### src/rtl/slot_pkg.sv
// Shared types and constants for the slot reel controller.
package slot_pkg;

    localparam int REEL_W   = 3;
    localparam int CREDIT_W = 8;

    localparam logic [2:0] WIN_JACKPOT = 3'd5;

    typedef enum logic [2:0] {
        IDLE,
        PULL,
        EVAL,
        PAY,
        RELEASE
    } state_t;

endpackage

### src/rtl/slot_prize_eval.sv
// Combinational prize lookup from the latched reel values and win code.
module slot_prize_eval
    import slot_pkg::*;
#(
    parameter int JACKPOT_PAY = 20,
    parameter int PAIR_PAY    = 2
) (
    input  logic [REEL_W-1:0]   reel0,
    input  logic [REEL_W-1:0]   reel1,
    input  logic [REEL_W-1:0]   reel2,
    input  logic [2:0]          win_code,
    output logic [CREDIT_W-1:0] prize
);

    logic [1:0] match_cnt;

    // Exactly one equal pair means two reels match; three equal pairs is a triple.
    always_comb begin
        match_cnt = {1'b0, reel0 == reel1} + {1'b0, reel1 == reel2} + {1'b0, reel0 == reel2};
        prize     = '0;
        if (win_code == WIN_JACKPOT) begin
            prize = CREDIT_W'(JACKPOT_PAY);
        end else if (match_cnt == 2'd1) begin
            prize = CREDIT_W'(PAIR_PAY);
        end
    end

endmodule

### src/rtl/slot_credit_controller.sv
// Player-side slot controller: credit bookkeeping, lever pull sequencing,
// result capture and coin-by-coin payout to the hopper.
module slot_credit_controller
    import slot_pkg::*;
#(
    parameter int BET         = 1,
    parameter int PULL_CYCLES = 5,
    parameter int JACKPOT_PAY = 20,
    parameter int PAIR_PAY    = 2
) (
    input  logic                clk,
    input  logic                reset,
    input  logic                coin_in,
    input  logic                play,
    input  logic [REEL_W-1:0]   reel0,
    input  logic [REEL_W-1:0]   reel1,
    input  logic [REEL_W-1:0]   reel2,
    input  logic [2:0]          win_code,
    output logic                lever,
    output logic [CREDIT_W-1:0] credits,
    output logic                busy,
    output logic                no_credit,
    output logic                coin_reject,
    output logic                result_valid,
    output logic [CREDIT_W-1:0] last_win,
    output logic                payout_valid,
    input  logic                payout_ready
);

    localparam int                  PCNT_W     = $clog2(PULL_CYCLES);
    localparam logic [PCNT_W-1:0]   PULL_LAST  = PCNT_W'(PULL_CYCLES - 1);
    localparam logic [CREDIT_W:0]   BET_EXT    = (CREDIT_W + 1)'(BET);
    localparam logic [CREDIT_W:0]   CREDIT_MAX = {1'b0, {CREDIT_W{1'b1}}};

    state_t                state_q, state_d;
    logic [PCNT_W-1:0]     pull_cnt_q, pull_cnt_d;
    logic [CREDIT_W-1:0]   pay_cnt_q, pay_cnt_d;
    logic [CREDIT_W-1:0]   credits_q, credits_d;
    logic [CREDIT_W-1:0]   last_win_q, last_win_d;
    logic [REEL_W-1:0]     reel0_q, reel0_d;
    logic [REEL_W-1:0]     reel1_q, reel1_d;
    logic [REEL_W-1:0]     reel2_q, reel2_d;
    logic [2:0]            win_q, win_d;
    logic                  no_credit_q, no_credit_d;
    logic                  coin_reject_q, coin_reject_d;
    logic                  play_accept;
    logic [CREDIT_W:0]     credit_sum;
    logic [CREDIT_W-1:0]   prize;

    slot_prize_eval #(
        .JACKPOT_PAY (JACKPOT_PAY),
        .PAIR_PAY    (PAIR_PAY)
    ) u_prize_eval (
        .reel0    (reel0_q),
        .reel1    (reel1_q),
        .reel2    (reel2_q),
        .win_code (win_q),
        .prize    (prize)
    );

    always_comb begin
        state_d       = state_q;
        pull_cnt_d    = pull_cnt_q;
        pay_cnt_d     = pay_cnt_q;
        last_win_d    = last_win_q;
        reel0_d       = reel0_q;
        reel1_d       = reel1_q;
        reel2_d       = reel2_q;
        win_d         = win_q;
        no_credit_d   = 1'b0;
        coin_reject_d = 1'b0;
        play_accept   = 1'b0;
        credits_d     = credits_q;
        credit_sum    = '0;

        case (state_q)
            IDLE: begin
                if (play) begin
                    if ({1'b0, credits_q} >= BET_EXT) begin
                        play_accept = 1'b1;
                        pull_cnt_d  = '0;
                        state_d     = PULL;
                    end else begin
                        no_credit_d = 1'b1;
                    end
                end
            end
            PULL: begin
                if (pull_cnt_q == PULL_LAST) begin
                    reel0_d = reel0;
                    reel1_d = reel1;
                    reel2_d = reel2;
                    win_d   = win_code;
                    state_d = EVAL;
                end else begin
                    pull_cnt_d = pull_cnt_q + PCNT_W'(1);
                end
            end
            EVAL: begin
                last_win_d = prize;
                pay_cnt_d  = prize;
                state_d    = (prize != '0) ? PAY : RELEASE;
            end
            PAY: begin
                if (payout_ready) begin
                    pay_cnt_d = pay_cnt_q - CREDIT_W'(1);
                    if (pay_cnt_q == CREDIT_W'(1)) begin
                        state_d = RELEASE;
                    end
                end
            end
            RELEASE: begin
                state_d = IDLE;
            end
            default: begin
                state_d = IDLE;
            end
        endcase

        // A play is only accepted when credits cover the bet, so the sum cannot underflow.
        credit_sum = {1'b0, credits_q} + {{CREDIT_W{1'b0}}, coin_in}
                   - (play_accept ? BET_EXT : '0);
        if (credit_sum > CREDIT_MAX) begin
            credits_d     = CREDIT_MAX[CREDIT_W-1:0];
            coin_reject_d = 1'b1;
        end else begin
            credits_d = credit_sum[CREDIT_W-1:0];
        end
    end

    always_ff @(posedge clk) begin
        if (reset) begin
            state_q       <= IDLE;
            pull_cnt_q    <= '0;
            pay_cnt_q     <= '0;
            credits_q     <= '0;
            last_win_q    <= '0;
            reel0_q       <= '0;
            reel1_q       <= '0;
            reel2_q       <= '0;
            win_q         <= '0;
            no_credit_q   <= 1'b0;
            coin_reject_q <= 1'b0;
        end else begin
            state_q       <= state_d;
            pull_cnt_q    <= pull_cnt_d;
            pay_cnt_q     <= pay_cnt_d;
            credits_q     <= credits_d;
            last_win_q    <= last_win_d;
            reel0_q       <= reel0_d;
            reel1_q       <= reel1_d;
            reel2_q       <= reel2_d;
            win_q         <= win_d;
            no_credit_q   <= no_credit_d;
            coin_reject_q <= coin_reject_d;
        end
    end

    // The new prize is shown during EVAL itself, alongside the result_valid pulse.
    assign lever        = (state_q == PULL);
    assign busy         = (state_q != IDLE);
    assign result_valid = (state_q == EVAL);
    assign payout_valid = (state_q == PAY);
    assign last_win     = result_valid ? prize : last_win_q;
    assign credits      = credits_q;
    assign no_credit    = no_credit_q;
    assign coin_reject  = coin_reject_q;

endmodule
### config.mk
export PLATFORM = sky130hd
export DESIGN_NAME = slot_credit_controller
export DESIGN_NICKNAME = d
export VERILOG_FILES = /design/src/rtl/slot_pkg.sv /design/src/rtl/slot_prize_eval.sv /design/src/rtl/slot_credit_controller.sv
export SDC_FILE = /design/constraint.sdc
export NUM_CORES = 1
export LEC_CHECK = 0
export CORE_MARGIN = 4
export CORE_UTILIZATION = 35
export CTS_CLUSTER_SIZE = 30
export DETAILED_ROUTE_END_ITERATION = 16
export GPL_ROUTABILITY_DRIVEN = 1
export GPL_TIMING_DRIVEN = 0
export PLACE_DENSITY = 0.69
export SYNTH_ARGS = -nofsm -noshare
export SYNTH_HDL_FRONTEND = slang
export SYNTH_SLANG_ARGS = --single-unit
export TNS_END_PERCENT = 10
### constraint.sdc
create_clock -name clk -period 3.6 [get_ports clk]
set_clock_uncertainty 0.1 [all_clocks]
set_input_delay 0.54 -clock clk [delete_from_list [all_inputs] [get_ports clk]]
set_output_delay 0.54 -clock clk [all_outputs]
set_load 0.01 [all_outputs]
# [Yosys cells after proc, flatten, opt, wreduce, memory -nomap -nowiden]
# Cells that the tools add are included.
[word_totals] reg_bits=44 input_bits=17 out_inout_bits=22 wordCells=70
[classes] addsub=6 order_cmp=2 n_eq_ne=16 mux=23 bitwise_logic=2 reduce_logical=10
[ops] operator="two-way mux 8 bit" count=4
[ops] operator="two-way mux 3 bit" count=9
[ops] operator="one-hot mux 8 bit (2 select lines)" count=1
[ops] operator="one-hot mux 3 bit (4 select lines)" count=1
[ops] operator="adder 8 x 1 -> 9 bit" count=1
[ops] operator="== test 3 bit" count=3
[ops] operator="greater-than comparator 9 x 8 -> 1 bit, second input constant" count=1
[ops] operator="subtractor 9 x 1 -> 9 bit" count=1
[ops] operator="== test 8 x 1 -> 1 bit, second input constant" count=1
[ops] operator="greater-or-equal comparator 8 x 1 -> 1 bit, second input constant" count=1
[ops] operator="nonzero test 8 bit" count=1
[ops] operator="subtractor 8 x 1 -> 8 bit, second input constant" count=1
[ops] operator="== test 3 x 2 -> 1 bit, second input constant" count=2
[ops] operator="== test 3 bit, second input constant" count=2
[ops] operator="two-way mux 1 bit" count=6
[ops] operator="inequality test 2 x 1 -> 1 bit, second input constant" count=3
[ops] operator="inequality test 2 bit, second input constant" count=3
[ops] operator="one-hot mux 3 bit (2 select lines)" count=1
[ops] operator="AND reduction 5 bit" count=1
[ops] operator="AND reduction 2 bit" count=2
[ops] operator="AND reduction 4 bit" count=1
[ops] operator="nonzero test 2 bit" count=2
[ops] operator="adder 3 x 1 -> 3 bit, second input constant" count=1
[ops] operator="== test 3 x 1 -> 1 bit, second input constant" count=1
[ops] operator="8 further kinds" count=9

# [Longest topological paths before layout]
[logic_depth] word_depth=9 depth_mapped=15 mapped_depth_nobuf=15

# [Hierarchy]
# From an unflattened synthesis, not the netlist that was laid out.
[unflattened] cells_unflattened=302 hier_area_um2=2521.2
[modules_own_cells] module="slot_credit_controller" n_inst=1 cells_each=280 area_per_inst_um2=2322.2 seq_area_each_um2=880.8
[modules_own_cells] module="slot_prize_eval" n_inst=1 cells_each=22 area_per_inst_um2=198.9 seq_area_each_um2=0.0

# [Worst setup path before layout]
# No wires, ideal clock.
[synth_path] path_type="register -> register" startpoint="register credits_q[2] (netlist: credits[2])" endpoint="register credits_q[4] (netlist: credits[4])" setup_ps=95 arrival_time_ps=3326 t_required_ps=3405 slack_ps=79 stages_incl_launch_ff=16 n_path_buf=0 cell_sequence="dfxtp_1 > inv_1 > ha_1 > or3b_2 > a21boi_0 > o21a_1 > nor2_1 > ha_1 > inv_1 > ha_1 > fa_1 > a211o_1 > nand4_2 > a31oi_4 > or4_4 > o311ai_1"
[synth_between] elab_chain_len=8
[synth_lines] element="start, declared" line_no="slot_credit_controller.sv:38" text="logic [CREDIT_W-1:0] credits_q, credits_d;"
[synth_lines] element="start signal, assigned" line_no="slot_credit_controller.sv:148" text="credits_q <= credits_d;"
[synth_lines] element="greater-or-equal comparator 8 x 1 -> 1 bit" line_no="slot_credit_controller.sv:79" text="if ({1'b0, credits_q} >= BET_EXT) begin"
[synth_lines] element="two-way mux 1 bit" line_no="slot_credit_controller.sv:79"
[synth_lines] element="two-way mux 1 bit" line_no="slot_credit_controller.sv:78" text="if (play) begin"
[synth_lines] element="two-way mux 1 bit" line_no="slot_credit_controller.sv:76" text="case (state_q)"
[synth_lines] element="two-way mux 1 bit" line_no="slot_credit_controller.sv:122" text="- (play_accept ? BET_EXT : '0);"
[synth_lines] element="subtractor 9 x 1 -> 9 bit *" line_no="slot_credit_controller.sv:122"
[synth_lines] element="greater-than comparator 9 x 8 -> 1 bit" line_no="slot_credit_controller.sv:123" text="if (credit_sum > CREDIT_MAX) begin"
[synth_lines] element="two-way mux 8 bit *" line_no="slot_credit_controller.sv:123"
# Every way passes the cells marked *; elsewhere a longest branch is shown, timed or not.
# A chain may end at the register's enable or synchronous reset.

# [Worst setup path in the final report]
[layout_path] startpoint="register credits_q[2] (netlist: credits[2])" endpoint="register credits_q[3] (netlist: credits[3])"
# The elaborated chain is that of the path after synthesis.

==> impl_results.html <==
<table>
<tr><th>Metric</th><th>Value</th></tr>
<tr><th colspan="2">Final layout</th></tr>
<tr><td>Growth of design area from synthesis to finish</td><td>28.79%</td></tr>
<tr><td>Commonest non-fill, non-tap cell in the layout</td><td>dfxtp_1</td></tr>
<tr><td>Share of the core filled with cells in the final layout</td><td>47.66%</td></tr>
<tr><td>Register area</td><td>883.3 um^2</td></tr>
<tr><td>Filler cell count</td><td>638</td></tr>
<tr><td>Most frequent cells in the layout</td><td>dfxtp_1 (42), nand2_1 (41), clkdlybuf4s50_1 (38)</td></tr>
<tr><td>Combined area of the multi-input logic cells</td><td>0.001475 mm^2</td></tr>
<tr><td>Ratio of cells with drive above 1 in the final layout</td><td>9.275%</td></tr>
<tr><td>Number of non-filler instances in the completed layout</td><td>422</td></tr>
<tr><td>Area of all placed cells without fillers</td><td>0.003095 mm^2</td></tr>
<tr><td>Diodes inserted</td><td>0</td></tr>
<tr><td>Number of nets in the layout</td><td>381</td></tr>
<tr><th colspan="2">Global routing</th></tr>
<tr><td>Maximum number of pins on one net before global-route repair</td><td>14</td></tr>
<tr><td>Initial antenna violation count</td><td>0</td></tr>
<tr><td>Global-route wire length before repair</td><td>8873 um</td></tr>
<tr><td>Remaining global-route overflow</td><td>0</td></tr>
<tr><td>Number of global-route vias before repair</td><td>2059</td></tr>
<tr><td>Gr usage total</td><td>12.84%</td></tr>
<tr><th colspan="2">Power</th></tr>
<tr><td>Static Leak</td><td>1.292 nW</td></tr>
<tr><td>Pwr Density</td><td>795.0 mW/mm^2</td></tr>
<tr><td>Maximum VDD drop</td><td>0.0005709 V</td></tr>
<tr><th colspan="2">Clock network</th></tr>
<tr><td>Clock tree from TritonCTS</td><td>yes</td></tr>
<tr><td>Clock edge transition at the registers on the reported setup and hold paths</td><td>0.08 ns</td></tr>
<tr><td>CTS Hold Bufs</td><td>0</td></tr>
<tr><td>Number of sinks driven by the clock tree</td><td>44</td></tr>
<tr><td>Clock Path Buffers</td><td>2</td></tr>
<tr><td>Maximum level of the CTS H-tree</td><td>2</td></tr>
<tr><td>Clock tree root driver cell</td><td>clkbuf_8</td></tr>
<tr><td>Total clock buffers created by CTS</td><td>5</td></tr>
<tr><td>Clock Latency Late Sink</td><td>0.29 ns</td></tr>
<tr><th colspan="2">Synth</th></tr>
<tr><td>Post-Syn Instances</td><td>292</td></tr>
<tr><td>Post-synth net total</td><td>329</td></tr>
<tr><td>Post-synthesis register bit count</td><td>44</td></tr>
<tr><td>Area of the mapped netlist</td><td>0.002404 mm^2</td></tr>
<tr><td>Asr flop ratio synth</td><td>0%</td></tr>
<tr><td>Part of the Yosys area used for sequential elements</td><td>36.65%</td></tr>
<tr><td>Number of enable flip-flop cells after synthesis</td><td>0</td></tr>
<tr><td>Number of distinct library cell variants in the gate-level netlist after synthesis</td><td>39</td></tr>
<tr><td>Main flop type after synthesis</td><td>dfxtp_1</td></tr>
<tr><td>Mean instance size in the synthesized netlist</td><td>8.231 um^2</td></tr>
<tr><td>Warnings, synthesis</td><td>0</td></tr>
<tr><th colspan="2">Drt</th></tr>
<tr><td>Detail Route met2 WL</td><td>2546 um</td></tr>
<tr><td>Met1 Routed Length</td><td>2423 um</td></tr>
<tr><td>Wirelength per Cell</td><td>12.38 um</td></tr>
<tr><td>Count of routing violations after the opening detailed-route iteration</td><td>59</td></tr>
<tr><td>Wire length on met3</td><td>231 um</td></tr>
<tr><td>Total Routed Length</td><td>5225 um</td></tr>
<tr><td>1st-pass router iterations</td><td>4</td></tr>
<tr><td>DRT antenna net count</td><td>0</td></tr>
<tr><td>Vias after detailed routing</td><td>2093</td></tr>
<tr><td>Average vias per placed instance</td><td>4.960</td></tr>
<tr><td>Top routing layer used</td><td>met4</td></tr>
<tr><td># DRC</td><td>0</td></tr>
<tr><th colspan="2">Timing</th></tr>
<tr><td>Min setup slack post-route</td><td>0.1559 ns</td></tr>
<tr><td>Fin Setup TNS</td><td>0 ns</td></tr>
<tr><td>Number of hold violations in the final report</td><td>0</td></tr>
<tr><td>Worst Tran Pin Value</td><td>0.6716 ns</td></tr>
<tr><td>Number of slew-limit violations in the final report</td><td>0</td></tr>
<tr><td>Crit path time final</td><td>3.444 ns</td></tr>
<tr><td>Timing-limited maximum frequency</td><td>290.4 MHz</td></tr>
<tr><td>Slew margin rel.</td><td>55.23%</td></tr>
<tr><td>Period utilisation layout</td><td>95.67%</td></tr>
<tr><td># setup viols final</td><td>0</td></tr>
<tr><th colspan="2">Floorplanning</th></tr>
<tr><td>Height of the die</td><td>90.87 um</td></tr>
<tr><td>Top-level I/O count</td><td>39</td></tr>
<tr><td>Die width</td><td>90.87 um</td></tr>
<tr><td>Placeable core region</td><td>0.006495 mm^2</td></tr>
<tr><td>Initial core utilization</td><td>37.01%</td></tr>
<tr><td>Full die area</td><td>0.008257 mm^2</td></tr>
<tr><td>Count of standard-cell rows</td><td>29</td></tr>
<tr><th colspan="2">Setup path</th></tr>
<tr><td>Worst-path fanout max</td><td>4</td></tr>
<tr><td>Category of the worst setup path launch point</td><td>register</td></tr>
<tr><td>Critical Path Sink Type</td><td>register</td></tr>
<tr><td>Kind of critical path</td><td>register to register</td></tr>
<tr><td>Worst endpoint data arrival time</td><td>3.49 ns</td></tr>
<tr><td>Req. time, crit path</td><td>3.65 ns</td></tr>
<tr><th colspan="2">Job</th></tr>
<tr><td>Count of maximum capacitance violations</td><td>0</td></tr>
<tr><th colspan="2">Placed design</th></tr>
<tr><td>Placed cell area</td><td>0.002880 mm^2</td></tr>
<tr><td>Worst setup slack after placement</td><td>-0.2930 ns</td></tr>
<tr><td>Total half-perimeter wirelength after legalization and detailed placement</td><td>3930 um</td></tr>
<tr><td>Placed Cells incl. Taps</td><td>407</td></tr>
<tr><td>Number of port buffers</td><td>38</td></tr>
<tr><td>Weighted congestion reported at the end of routability-driven placement</td><td>0.8232</td></tr>
<tr><th colspan="2">Worst hold path</th></tr>
<tr><td>Class of the tightest hold or removal check</td><td>register to register</td></tr>
<tr><th colspan="2">Run status</th></tr>
<tr><td>Status</td><td>finished, final reports clean</td></tr>
</table>
==> area by class of cell <==
cell class	instances	share of cell area, %
repair buffers	45	13.99
multi-input cells	218	47.66
clock buffers	7	2.789
well taps	77	3.112
clock inverters	1	0.2425
flip-flops and latches	44	28.54
inverters	22	2.668
plain buffers	8	1.011
==> state kept, by name, summed over array words and instances (netlist names) <==
signal,cells
win_q,3
state_q,3
no_credit,1
credits,8
reel1_q,3
pay_cnt_q,8
last_win_q,8
coin_reject,1
reel0_q,3
reel2_q,3
pull_cnt_q,3
==> routing by layer <==
layer  global-route usage [%]  vias to the layer above
met5                        0                        -
met4                    3.266                        0
met3                    3.750                        4
met2                    21.62                       39
met1                    16.06                      960
li1                         -                     1090
==> path summary, 6_finish.rpt <==
path	startpoint	to	slack, ns	cells after the start
hold reg to reg	win_q[1]	win_q[1]	0.36	2
setup reg to reg	credits[2]	credits[3]	0.16	16
hold / removal	win_q[1]	win_q[1]	0.36	2
setup / recovery	credits[2]	credits[3]	0.16	16
==> cell usage after synthesis (7+ instances only) <==
| cell type | instances | area (um^2) |
|---|---|---|
| inv_1 | 22 | 82.58 |
| o21ai_0 | 7 | 35.03 |
| and2_1 | 10 | 62.56 |
| nor3_1 | 10 | 50.05 |
| nand3_1 | 7 | 35.03 |
| and3_1 | 7 | 43.79 |
| a21oi_1 | 20 | 100.1 |
| xor2_1 | 14 | 122.6 |
| nand2_1 | 41 | 153.9 |
| ha_1 | 18 | 225.2 |
| clkbuf_1 | 7 | 26.28 |
| dfxtp_1 | 44 | 880.8 |
| nor2b_1 | 7 | 43.79 |
| nor2_1 | 25 | 93.84 |
==> worst max-delay path: stages, from the launching register on <==
cell and delay, ns:
dfxtp_2 0.34, inv_2 0.05, ha_1 0.13, or3b_4 0.39
a21boi_4 0.17, o21a_1 0.19, nor2_4 0.06, ha_4 0.26
inv_2 0.03, ha_4 0.15, fa_2 0.34, a211o_1 0.30
nand4_2 0.10, a31oi_4 0.11, buf_4 0.16, nor4_1 0.30
a211oi_1 0.12
==> report_power, final <==
group          total [mW]  internal [mW]  switching, mW
registers           0.667          0.579         0.0876
logic                1.47          0.720          0.752
clock network       0.322          0.156          0.165
==> stage by stage <==
stage | hold WS [ns] | power, mW
after CTS | 0.3648 | 2.382
after global routing | 0.3888 | 2.668
after detailed placement | 0.3517 | 1.941
after global placement | 0.3506 | 1.908
after floorplan | 0.3363 | 1.591
final | 0.3615 | 2.461
==> cell families after synthesis <==
| logic type | synth area share, % |
|---|---|
| flip-flops | 36.65 |
| AND/OR/NAND/NOR | 25.35 |
| adder cells (fa/ha/maj) | 11.04 |
| buffers and inverters | 4.737 |
| XOR/XNOR | 6.923 |
| multiplexers | 0.8329 |
| AO/OA/AOI/OAI | 14.47 |
==> timing repair <==
item                                    CTS  global route
endpoints found under the setup margin    9             9
buffers inserted                          4             3
resized for setup                         9             8
pin swaps                                 8             8
Note: power is estimated with default switching activity, not from simulation.
